<file path="src/rtl/mem_dump_reader_if.sv">
// Bus bundle for mem_dump_reader: memory read port plus the valid/ready word stream.
// master = the reader, slave = memory model / stream sink.
interface mem_dump_reader_if #(
  parameter int ADDR_W = 32,
  parameter int DATA_W = 32
);
  logic [ADDR_W-1:0] mem_addr;
  logic              mem_rd_en;
  logic [DATA_W-1:0] mem_data_out;
  logic              out_valid;
  logic              out_ready;
  logic [DATA_W-1:0] out_data;
  logic [ADDR_W-1:0] out_addr;
  logic              out_last;

  modport master (
    output mem_addr, mem_rd_en, out_valid, out_data, out_addr, out_last,
    input  mem_data_out, out_ready
  );

  modport slave (
    input  mem_addr, mem_rd_en, out_valid, out_data, out_addr, out_last,
    output mem_data_out, out_ready
  );
endinterface

</file>
<file path="src/rtl/mem_dump_reader.sv">
// Sequential memory read-back engine streaming NUM_WORDS words over valid/ready.
// Optional running checksum of accepted words enabled by DUMP_CHECKSUM_EN.
//
// state     | meaning
// ----------+---------------------------------------------------
// S_IDLE    | waiting for first start
// S_ISSUE   | mem_rd_en high, mem_addr = current word address
// S_CAPTURE | memory data valid, latched into out_* registers
// S_PRESENT | out_valid high, waiting for out_ready
// S_DONE    | dump complete, done high until next start
module mem_dump_reader #(
  parameter int                ADDR_W     = 32,
  parameter int                DATA_W     = 32,
  parameter logic [ADDR_W-1:0] BASE_ADDR  = '0,
  parameter int                NUM_WORDS  = 256,
  parameter int                WORD_BYTES = 4
) (
  input  logic                  clk,
  input  logic                  rst_n,
  input  logic                  start,
  mem_dump_reader_if.master     bus,
  output logic                  busy,
  output logic                  done,
  output logic [DATA_W-1:0]     checksum
);
  localparam int CNT_W = $clog2(NUM_WORDS + 1);

  typedef enum logic [2:0] {S_IDLE, S_ISSUE, S_CAPTURE, S_PRESENT, S_DONE} state_t;

  state_t            state_q, state_d;
  logic [ADDR_W-1:0] addr_q;
  logic [ADDR_W-1:0] mem_addr_q;
  logic [CNT_W-1:0]  cnt_q;
  logic [DATA_W-1:0] out_data_q;
  logic [ADDR_W-1:0] out_addr_q;
  logic              out_last_q;
  logic              start_ok;
  logic              accept;
  logic              last_word;
  logic [ADDR_W-1:0] addr_next;

  assign start_ok  = start && (state_q == S_IDLE || state_q == S_DONE);
  assign accept    = (state_q == S_PRESENT) && bus.out_ready;
  assign last_word = (cnt_q == CNT_W'(NUM_WORDS - 1));
  assign addr_next = addr_q + ADDR_W'(WORD_BYTES);

  always_ff @(posedge clk or negedge rst_n) begin
    if (!rst_n) state_q <= S_IDLE;
    else        state_q <= state_d;
  end

  always_comb begin
    state_d = state_q;
    case (state_q)
      S_IDLE:    if (start) state_d = S_ISSUE;
      S_ISSUE:   state_d = S_CAPTURE;
      S_CAPTURE: state_d = S_PRESENT;
      S_PRESENT: if (bus.out_ready) state_d = out_last_q ? S_DONE : S_ISSUE;
      S_DONE:    if (start) state_d = S_ISSUE;
      default:   state_d = S_IDLE;
    endcase
  end

  always_comb begin
    bus.mem_rd_en = (state_q == S_ISSUE);
    bus.out_valid = (state_q == S_PRESENT);
    busy          = (state_q == S_ISSUE) || (state_q == S_CAPTURE) || (state_q == S_PRESENT);
    done          = (state_q == S_DONE);
  end

  // mem_addr is loaded on the way into ISSUE so it holds the last read address afterwards
  always_ff @(posedge clk or negedge rst_n) begin
    if (!rst_n) begin
      addr_q     <= '0;
      mem_addr_q <= '0;
      cnt_q      <= '0;
      out_data_q <= '0;
      out_addr_q <= '0;
      out_last_q <= 1'b0;
    end else begin
      if (start_ok) begin
        addr_q     <= BASE_ADDR;
        mem_addr_q <= BASE_ADDR;
        cnt_q      <= '0;
      end
      if (state_q == S_CAPTURE) begin
        out_data_q <= bus.mem_data_out;
        out_addr_q <= addr_q;
        out_last_q <= last_word;
      end
      if (accept) begin
        addr_q <= addr_next;
        cnt_q  <= cnt_q + CNT_W'(1);
        if (!out_last_q) mem_addr_q <= addr_next;
      end
    end
  end

  assign bus.mem_addr = mem_addr_q;
  assign bus.out_data = out_data_q;
  assign bus.out_addr = out_addr_q;
  assign bus.out_last = out_last_q;

`ifdef DUMP_CHECKSUM_EN
  logic [DATA_W-1:0] checksum_q;

  always_ff @(posedge clk or negedge rst_n) begin
    if (!rst_n)        checksum_q <= '0;
    else if (start_ok) checksum_q <= '0;
    else if (accept)   checksum_q <= checksum_q + out_data_q;
  end

  assign checksum = checksum_q;
`else
  assign checksum = '0;
`endif
endmodule

</file>
<file path="src/flat_wrapper.sv">
// flat-port wrapper written by rule: the top's interface ports become plain ports
module mem_dump_reader_flat 
#(
  parameter int                ADDR_W     = 32,
  parameter int                DATA_W     = 32,
  parameter logic [ADDR_W-1:0] BASE_ADDR  = '0,
  parameter int                NUM_WORDS  = 256,
  parameter int                WORD_BYTES = 4
)
  (clk, rst_n, start, busy, done, checksum, bus_mem_addr, bus_mem_rd_en, bus_out_valid, bus_out_data, bus_out_addr, bus_out_last, bus_mem_data_out, bus_out_ready);
  mem_dump_reader_if #(.ADDR_W(ADDR_W), .DATA_W(DATA_W)) bus_i ();
  input  logic clk;
  input  logic rst_n;
  input  logic start;
  output logic busy;
  output logic done;
  output logic [DATA_W-1:0] checksum;
  output wire logic [$bits(bus_i.mem_addr)-1:0] bus_mem_addr;
  output wire logic [$bits(bus_i.mem_rd_en)-1:0] bus_mem_rd_en;
  output wire logic [$bits(bus_i.out_valid)-1:0] bus_out_valid;
  output wire logic [$bits(bus_i.out_data)-1:0] bus_out_data;
  output wire logic [$bits(bus_i.out_addr)-1:0] bus_out_addr;
  output wire logic [$bits(bus_i.out_last)-1:0] bus_out_last;
  input wire logic [$bits(bus_i.mem_data_out)-1:0] bus_mem_data_out;
  input wire logic [$bits(bus_i.out_ready)-1:0] bus_out_ready;
  assign bus_mem_addr = bus_i.mem_addr;
  assign bus_mem_rd_en = bus_i.mem_rd_en;
  assign bus_out_valid = bus_i.out_valid;
  assign bus_out_data = bus_i.out_data;
  assign bus_out_addr = bus_i.out_addr;
  assign bus_out_last = bus_i.out_last;
  assign bus_i.mem_data_out = bus_mem_data_out;
  assign bus_i.out_ready = bus_out_ready;
  mem_dump_reader #(.ADDR_W(ADDR_W), .DATA_W(DATA_W), .BASE_ADDR(BASE_ADDR), .NUM_WORDS(NUM_WORDS), .WORD_BYTES(WORD_BYTES)) u_core (.clk(clk), .rst_n(rst_n), .start(start), .bus(bus_i), .busy(busy), .done(done), .checksum(checksum));
endmodule
</file>
<file path="config.mk">
export PLATFORM = sky130hd
export DESIGN_NAME = mem_dump_reader_flat
export DESIGN_NICKNAME = d
export VERILOG_FILES = /design/src/rtl/mem_dump_reader_if.sv /design/src/rtl/mem_dump_reader.sv /design/src/flat_wrapper.sv
export SDC_FILE = /design/constraint.sdc
export NUM_CORES = 1
export LEC_CHECK = 0
export CAP_MARGIN = 5
export CORE_MARGIN = 8
export CORE_UTILIZATION = 45
export DETAILED_ROUTE_END_ITERATION = 12
export PLACE_DENSITY_LB_ADDON = 0.25
export SLEW_MARGIN = 5
export SYNTH_ARGS = -nofsm -noshare
export SYNTH_HDL_FRONTEND = slang
export SYNTH_SLANG_ARGS = --single-unit
export TNS_END_PERCENT = 5
</file>
<file path="constraint.sdc">
create_clock -name clk -period 1.9 [get_ports clk]
set_input_delay 0.19 -clock clk [delete_from_list [all_inputs] [get_ports clk]]
set_output_delay 0.19 -clock clk [all_outputs]
set_load 0.02 [all_outputs]
</file>
==> results of run 1 <==
==> area by class of cell <==
type,instances,share of cell area
inverters,9,0.00371
flip-flops and latches,137,0.377
well taps,184,0.0253
clock buffers,18,0.0483
clock inverters,13,0.0274
repair buffers,198,0.206
multi-input cells,411,0.312
==> registers in the layout (all words and copies together), names as in the netlist <==
signal,flops
u_core.bus.out_addr,30
u_core.state_q,3
u_core.bus.out_last,1
u_core.cnt_q,9
u_core.addr_q,30
u_core.bus.out_data,32
u_core.bus.mem_addr,32
==> power by group through the flow <==
| stage | combinational [W] | sequential (W) | clock (W) |
|---|---|---|---|
| 3_5_place_dp | 0.00418 | 0.00401 | 0 |
| 5_1_grt | 0.00445 | 0.00407 | 0.00406 |
| 6_report | 0.00416 | 0.00398 | 0.00387 |
| 2_1_floorplan | 0.00189 | 0.00449 | 0 |
| 4_1_cts | 0.00420 | 0.00398 | 0.00392 |
| 3_3_place_gp | 0.00410 | 0.00396 | 0 |
==> through the flow <==
step | hold slack (ps) | total power (W) | util
floorplan | -106 | 0.00637 | -
global placement | 112 | 0.00807 | 0.574
detailed placement | 118 | 0.00819 | 0.574
CTS | 253 | 0.0121 | 0.622
global route | 264 | 0.0126 | 0.624
finish | 241 | 0.0120 | 0.624
==> path summary, 6_finish.rpt <==
kind | from | end
min reg2reg | u_core.cnt_q[5] | u_core.cnt_q[5]
min in group clk | bus_mem_data_out[23] | u_core.bus.out_data[23]
max in group asynchronous | rst_n | u_core.state_q[1]
max reg2reg | u_core.addr_q[3] | u_core.bus.mem_addr[30]
max | u_core.addr_q[3] | u_core.bus.mem_addr[30]
min | rst_n | u_core.bus.out_addr[5]
==> synthesized netlist by cell type (2+ instances only) <==
library cell	count
a21o_2	2
nor3b_1	2
nand4_1	17
xnor2_1	7
nand2_1	35
ha_1	3
nand3_1	56
nand4_4	2
a41oi_1	4
o31ai_1	10
buf_1	5
a21oi_1	5
buf_4	40
buf_2	26
and4_1	2
mux2_2	63
nor4_4	2
clkbuf_1	12
nor3_1	8
a31oi_1	21
and3_2	2
o211ai_1	16
and3_1	8
xor2_1	6
nor2_1	14
buf_6	6
o31a_1	3
nor4_1	3
o21ai_0	45
inv_1	9
dfrtp_1	137
nand4b_1	2
o311ai_0	3
or4_1	9
==> per-layer routing <==
metal	share of wire	GRT usage	routed length, µm	up-vias
met5	0	0	0	-
met3	0.059	0.0568	1060	31
li1	-	-	-	2510
met2	0.51	0.325	9150	191
met1	0.41	0.224	7450	2668
met4	0.020	0.0721	363	0
==> cells by family after synthesis <==
group                      count (synthesis)  share of synthesized area
and+or+nand+nor                          176                      0.153
DFF                                      137                      0.509
AOI/OAI and AO/OA                        122                      0.118
buffers and inverters                    100                     0.0912
muxes                                     63                      0.105
xor gates and xnor gates                  13                     0.0169
adders and majority gates                  3                    0.00557
other                                      1                   0.000557
==> timing repair <==
item / in CTS / in global routing
resized for setup: 6 / 7
hold endpoints to repair: 33 / 0
pin swaps: 0 / 2
buffers inserted: 0 / 0
setup endpoints to repair: 5 / 26
hold buffers: 1 / 0
==> critical path: stages, from the launching register on <==
cell,delay (ps)
dfrtp_1,370
ha_2,210
and3_4,200
nand4_4,270
or4_1,600
nand3_1,100
==> results.cfg, run 1 <==
[status]
outcome = finished clean

[die]
core_area_mm2 = 0.0146
rows = 44
die_h_um = 138
start_util = 0.462
dieArea_mm2 = 0.0191
ios = 169
fp.dieW_um = 138

[final_layout]
fin_nets = 813
mostFrequentLayoutCell = dfrtp_1
final_cells = 970
num-fill-cells = 1151
area_growth_pct = 35.1
layout_common_cells = dfrtp_1 (134), clkdlybuf4s50_1 (129), mux2_2 (63), buf_4 (58), nand3_1 (56)
seq_area_mm2 = 0.00343
postLayoutCellArea_mm2 = 0.00910
multiInputGateArea_mm2 = 0.00284
antennaDiodeCount = 0
drive_gt1_frac = 0.233

[place]
dp_cells = 938
dpl_worst_slack_ps = -126
portBuffers = 134
dp_hpwl_mm = 12.7
postPlaceCellArea_mm2 = 0.00838
gp_congestion = 0.869

[critical_path]
rr_worst_depth = 5
path_class = reg2reg
required_ps = 2250
cp_max_fo = 20
r2r_slack_ps = 70
arrival_ps = 2180
cp-end-kind = flip-flop
startpoint_type = flip-flop

[routing]
wirelength_mm = 18.0
ant_nets = 0
drt_iter0_drc = 413
wl_per_cell_um = 18.6
drc = 0
firstDrtPassIters = 4
vias_per_cell = 5.57
vias = 5400

[yosys]
yosysTopAreaCell = dfrtp_1
ys_warn_count = 0
synthArstFlopShare = 1.00
synth_seq_cells = 137
yosysSeqAreaShare = 0.509
synth_edf_count = 0
synth.area.top_cells = dfrtp_1 (51%), mux2_2 (11%), buf_4 (4.5%)
synth_top_area_share = 0.509
ys_types = 64
synth_ff_type = dfrtp_1
synthesis.area_mm2 = 0.00674
syn_avg_cell_area_um2 = 11.0
syn_inst = 615

[worst_hold_path]
hold_class = in2async

[power]
p_sw_frac = 0.326
intPower_w = 0.00810
pwr-share-clk = 0.322
p_seq_frac = 0.331
p_comb_frac = 0.346
peakVddDrop_mv = 0.829
p_switching_w = 0.00392
power_density_mw_per_mm2 = 1320
p_leak_nw = 4.01

[sta]
finalSetupViolCount = 0
slew_headroom = 0.663
finalCriticalPeriod_ps = 1830
rsz0062_at_grt = true
tightest_slew_ps = 504
fin_setup_tns_ps = 0
maxSlewViolCount = 0
min_period_over_period = 0.962
hold_violations = 0
final.setup.worst_slack_ps = 73.1
clock.fmax_mhz = 547
clock_skew_ps = 7.62

[clock_tree]
cts_tree = yes
cts.sinks = 137
clockBufferDepth = 2
clk_pin_slew_worst_paths_ps = 60
h-tree-depth = 4
cts_buffers = 17
clk_latency_ps = 420
cts_root_buffer = clkbuf_16

[run]
cap_violations = 0

[grt]
gr-usage-all-layers = 0.192
grt_max_degree = 64
grt_pass1_vias = 5602
antenna_found_initial = 0
grt_pass1_wl_mm = 30.1
grt.overflow.total = 0
(Power assumes the default switching activity.)
==> run 2: changes to the inputs <==
--- a/config.mk
+++ b/config.mk
@@ -6,11 +6,11 @@
 export NUM_CORES = 1
 export LEC_CHECK = 0
 export CAP_MARGIN = 5
+export CORE_ASPECT_RATIO = 1.25
 export CORE_MARGIN = 8
-export CORE_UTILIZATION = 45
+export CORE_UTILIZATION = 50
 export DETAILED_ROUTE_END_ITERATION = 12
 export PLACE_DENSITY_LB_ADDON = 0.25
-export SLEW_MARGIN = 5
 export SYNTH_ARGS = -nofsm -noshare
 export SYNTH_HDL_FRONTEND = slang
 export SYNTH_SLANG_ARGS = --single-unit
==> constraint.sdc (replaced) <==
create_clock -name clk -period 2 [get_ports clk]
set_input_delay 0.2 -clock clk [delete_from_list [all_inputs] [get_ports clk]]
set_output_delay 0.2 -clock clk [all_outputs]
set_load 0.02 [all_outputs]
==> run 2 against run 1 <==
Critical path depth down 1. Clock skew is 2.1 ps higher. Final cell count down 3.5%. Via count fell by 1.4%. Sequential cell count unchanged. Critical endpoint unchanged. Combinational power down 7.9%. Non-clock buffer count down 22. Largest power group unchanged. Die area is 8.7% lower. Largest cell class unchanged. Clock power shrank 19%. Highest routed layer unchanged.
==> results.cfg, run 2 (same netlist as run 1, synthesis figures left out) <==
[power]
peakVddDrop_mv = 0.783
pwr-share-clk = 0.293
intPower_w = 0.00702
p_leak_nw = 3.86
p_comb_frac = 0.356
p_seq_frac = 0.352
p_sw_frac = 0.348
power_density_mw_per_mm2 = 1220
p_switching_w = 0.00375

[clock_tree]
cts_buffers = 17
h-tree-depth = 4
clockBufferDepth = 2
cts_root_buffer = clkbuf_16
post_cts_buffers = 0
clk_pin_slew_worst_paths_ps = 60
cts.sinks = 137
clk_latency_ps = 420
cts_tree = yes

[sta]
clock_skew_ps = 9.72
hold_violations = 0
min_period_over_period = 0.945
slew_headroom = 0.423
finalCriticalPeriod_ps = 1890
rsz0062_at_grt = false
final.setup.worst_slack_ps = 111
finalSetupViolCount = 0
fin_setup_tns_ps = 0
tightest_slew_ps = 865
clock.fmax_mhz = 529
maxSlewViolCount = 0

[grt]
grt_pass1_wl_mm = 29.4
grt.overflow.total = 0
grt_pass1_vias = 5588
gr-usage-all-layers = 0.206
grt_max_degree = 64
antenna_found_initial = 0

[critical_path]
cp-end-kind = flip-flop
cp_max_fo = 9
r2r-end = u_core.bus.mem_addr[30]
startpoint_type = flip-flop
required_ps = 2350
arrival_ps = 2240
r2r_slack_ps = 110
rr_worst_depth = 4
path_class = reg2reg
rr_startpoint = u_core.addr_q[24]

[routing]
drc = 0
wirelength_mm = 17.5
firstDrtPassIters = 5
wl_per_cell_um = 18.7
ant_nets = 0
vias_per_cell = 5.69
drt_iter0_drc = 364
vias = 5323

[final_layout]
layout_common_cells = dfrtp_1 (135), clkdlybuf4s50_1 (130), mux2_2 (63), nand3_1 (56), o21ai_0 (45)
multiInputGateArea_mm2 = 0.00282
antennaDiodeCount = 0
seq_area_mm2 = 0.00343
mostFrequentLayoutCell = dfrtp_1
num-fill-cells = 1038
drive_gt1_frac = 0.207
fin_nets = 791
area_growth_pct = 30.9

[place]
dpl_worst_slack_ps = -21.6
portBuffers = 134
dp_hpwl_mm = 12.3
gp_congestion = 0.858

[status]
outcome = finished clean

[run]
cap_violations = 0

[die]
dieArea_mm2 = 0.0175
ios = 169
fp.dieW_um = 120
start_util = 0.509
die_h_um = 146
rows = 47
core_area_mm2 = 0.0132

[worst_hold_path]
hold_class = in2async
## run 2: through the flow
| step | instances | util | area, µm² | hold WS [ps] | total power (W) |
|---|---|---|---|---|---|
| detailed placement | 903 | 0.621 | 8210 | 179 | 0.00770 |
| finish | 936 | 0.666 | 8820 | 299 | 0.0108 |
| CTS | 936 | 0.666 | 8810 | 306 | 0.0109 |
| floorplan | 648 | - | 6860 | -95.6 | 0.00605 |
| global placement | 903 | 0.621 | 8210 | 170 | 0.00755 |
| global route | 936 | 0.666 | 8820 | 345 | 0.0113 |
## run 2: critical path, stage by stage, from the launching register on
cell and delay, ps:
dfrtp_1 510, nand2_1 160, or4_1 570, or4_1 490, nand3_1 100
## run 2: final cells by class
cell class                      instances  share of cell area
Multi-Input combinational cell        411               0.320
Sequential cell                       137               0.389
Clock buffer                           19              0.0502
Inverter                                9             0.00383
Tap cell                              171              0.0243
Clock inverter                         13              0.0166
Timing Repair Buffer                  176               0.196
## run 2: power groups by stage
stage / registers [W] / logic (W) / clock network [W]
2_1_floorplan: 0.00426 / 0.00179 / 0
3_3_place_gp: 0.00378 / 0.00377 / 0
3_5_place_dp: 0.00384 / 0.00386 / 0
4_1_cts: 0.00380 / 0.00388 / 0.00320
5_1_grt: 0.00387 / 0.00413 / 0.00331
6_report: 0.00379 / 0.00383 / 0.00315
## run 2: worst max-delay path by stage
stage	from	endpoint	depth (start not counted)
after floorplan	u_core.addr_q[2]	u_core.bus.mem_addr[28]	8
after global placement	bus_out_ready	u_core.bus.mem_addr[18]	5
after detailed placement	bus_out_ready	u_core.bus.mem_addr[23]	5
after CTS	u_core.state_q[2]	bus_mem_rd_en	3
after global routing	u_core.state_q[1]	u_core.addr_q[10]	4
final	u_core.addr_q[24]	u_core.bus.mem_addr[30]	4
## run 2: routing by layer
metal	global-route usage	wire length, µm
met2	0.348	8970
met3	0.0761	1460
met1	0.236	6810
met4	0.0607	263
met5	0	0
## run 2: what timing repair did
item	in CTS	in global routing
hold endpoints to repair	47	0
cloned	0	0
gates resized for setup	2	3
setup endpoints to repair	1	3
pin swaps	0	0
hold buffers	1	0
==> run 3: changes to the inputs <==
--- a/config.mk
+++ b/config.mk
@@ -10,6 +10,7 @@
 export CORE_MARGIN = 8
 export CORE_UTILIZATION = 50
 export DETAILED_ROUTE_END_ITERATION = 12
+export GPL_TIMING_DRIVEN = 0
 export PLACE_DENSITY_LB_ADDON = 0.25
 export SYNTH_ARGS = -nofsm -noshare
 export SYNTH_HDL_FRONTEND = slang
==> run 3 against run 2 <==
The flow now finishes with violations (setup timing). Sequential cell count unchanged. Total power is 3.8% higher. Hold slack improved by 84 ps. Critical path type is now reg2out. Largest cell class unchanged. Highest routed layer unchanged.
==> results.cfg, run 3 (same netlist as run 1, synthesis figures left out) <==
[critical_path]
cp-end-kind = primary output
startpoint_type = flip-flop
cp_top_family = buffers and inverters
r2r_slack_ps = 20
crit_path_max_incr_delay_ps = 540
arrival_ps = 1800
cp_max_fo = 9
cp_num_buf_inv = 2
crit_chain = buf_2, nor2_2, nor2_1, clkdlybuf4s50_1
rr_startpoint = u_core.state_q[1]
crit_slowest_cell = clkdlybuf4s50_1
path_class = reg2out
r2r-end = u_core.cnt_q[5]
rr_worst_depth = 7
required_ps = 1800

[sta]
min_period_over_period = 1.00
final.setup.worst_slack_ps = -4.53
hold_violations = 0
finalCriticalPeriod_ps = 2000
maxSlewViolCount = 0
rsz0062_at_grt = true
hold_slack_ps = 383
clock.fmax_mhz = 499
clock_skew_ps = 9.76
slew_headroom = 0.527
finalSetupViolCount = 1
tightest_slew_ps = 709

[clock_tree]
clockBufferDepth = 2
cts_tree = yes
cts_root_buffer = clkbuf_16
cts.sinks = 137
clk_latency_ps = 430
cts_buffers = 17
h-tree-depth = 4
clk_pin_slew_worst_paths_ps = 60

[routing]
firstDrtPassIters = 5
ant_nets = 0
drt_iter0_drc = 533
vias_per_cell = 5.65
wl_per_cell_um = 19.5
wirelength_mm = 19.3
drc = 0
vias = 5609

[die]
fp.dieW_um = 120
core_area_mm2 = 0.0132
rows = 47
ios = 169
die_h_um = 146
dieArea_mm2 = 0.0175
start_util = 0.509

[final_layout]
layout_common_cells = dfrtp_1 (134), clkdlybuf4s50_1 (131), mux2_2 (63), nand3_1 (56), buf_4 (48)
area_growth_pct = 36.3
num-fill-cells = 1016
mostFrequentLayoutCell = dfrtp_1
antennaDiodeCount = 0
drive_gt1_frac = 0.250
final_util = 0.694
fin_nets = 848

[grt]
grt.overflow.total = 0
gr-usage-all-layers = 0.228
antenna_found_initial = 0
grt_pass1_wl_mm = 31.9
grt_max_degree = 77
grt_pass1_vias = 5991

[place]
gp_congestion = 0.881
dpl_worst_slack_ps = -380
dp_hpwl_mm = 13.6
portBuffers = 134

[power]
p_leak_nw = 4.11
power_density_mw_per_mm2 = 1220
peakVddDrop_mv = 0.871

[status]
violations = setup timing
outcome = complete, but fails checks

[run]
cap_violations = 0

[worst_hold_path]
hold_class = in2async
-- run 3: final cells by class --
class / instances / area [µm²] / area share
Multi-Input combinational cell: 411 / 2860 / 0.311
Sequential cell: 137 / 3430 / 0.374
Inverter: 9 / 33.8 / 0.00368
Tap cell: 171 / 214 / 0.0233
Buffer: 91 / 607 / 0.0661
Timing Repair Buffer: 142 / 1430 / 0.155
Clock inverter: 11 / 146 / 0.0159
Clock buffer: 20 / 467 / 0.0508
-- run 3: repair_timing --
action / CTS / global route
pin swaps: 2 / 3
endpoints found under the hold margin: 75 / 0
endpoints found under the setup margin: 93 / 57
buffers inserted: 4 / 2
hold buffers: 1 / 0
gates resized for setup: 13 / 16
-- run 3: worst max path at each step --
stage	from	endpoint	slack (ps)	depth (start not counted)
after floorplan	u_core.addr_q[2]	u_core.bus.mem_addr[28]	200	8
after global placement	rst_n	u_core.bus.out_data[13]	-4710	1
after detailed placement	bus_out_ready	u_core.bus.mem_addr[22]	-380	6
after CTS	u_core.addr_q[8]	u_core.bus.mem_addr[17]	-8	5
after global routing	u_core.state_q[1]	busy	-100	4
final	u_core.state_q[1]	busy	-5	4
-- run 3: layer usage --
metal / vias to the layer above / GRT usage / wire length, µm
met5: - / 0 / 0
li1: 2564 / - / -
met2: 253 / 0.386 / 9970
met4: 0 / 0.0952 / 314
met1: 2764 / 0.257 / 7430
met3: 28 / 0.0749 / 1630
-- run 3: metrics by stage --
stage	TNS [ps]	instances	area, µm²	total power [W]
after floorplan	0	648	6860	0.00605
after global placement	-655500	953	8410	0.00771
after detailed placement	-16750	954	8440	0.00784
after CTS	-7.70	990	9120	0.0112
after global routing	-589	992	9180	0.0117
final	-4.53	992	9180	0.0112
-- run 3: where the power goes --
group	leakage [nW]	switching (W)	internal (W)
clock	0.286	0.00120	0.00205
combinational	2.01	0.00229	0.00190
sequential	1.81	0.000378	0.00335
total	4.11	0.00387	0.00730
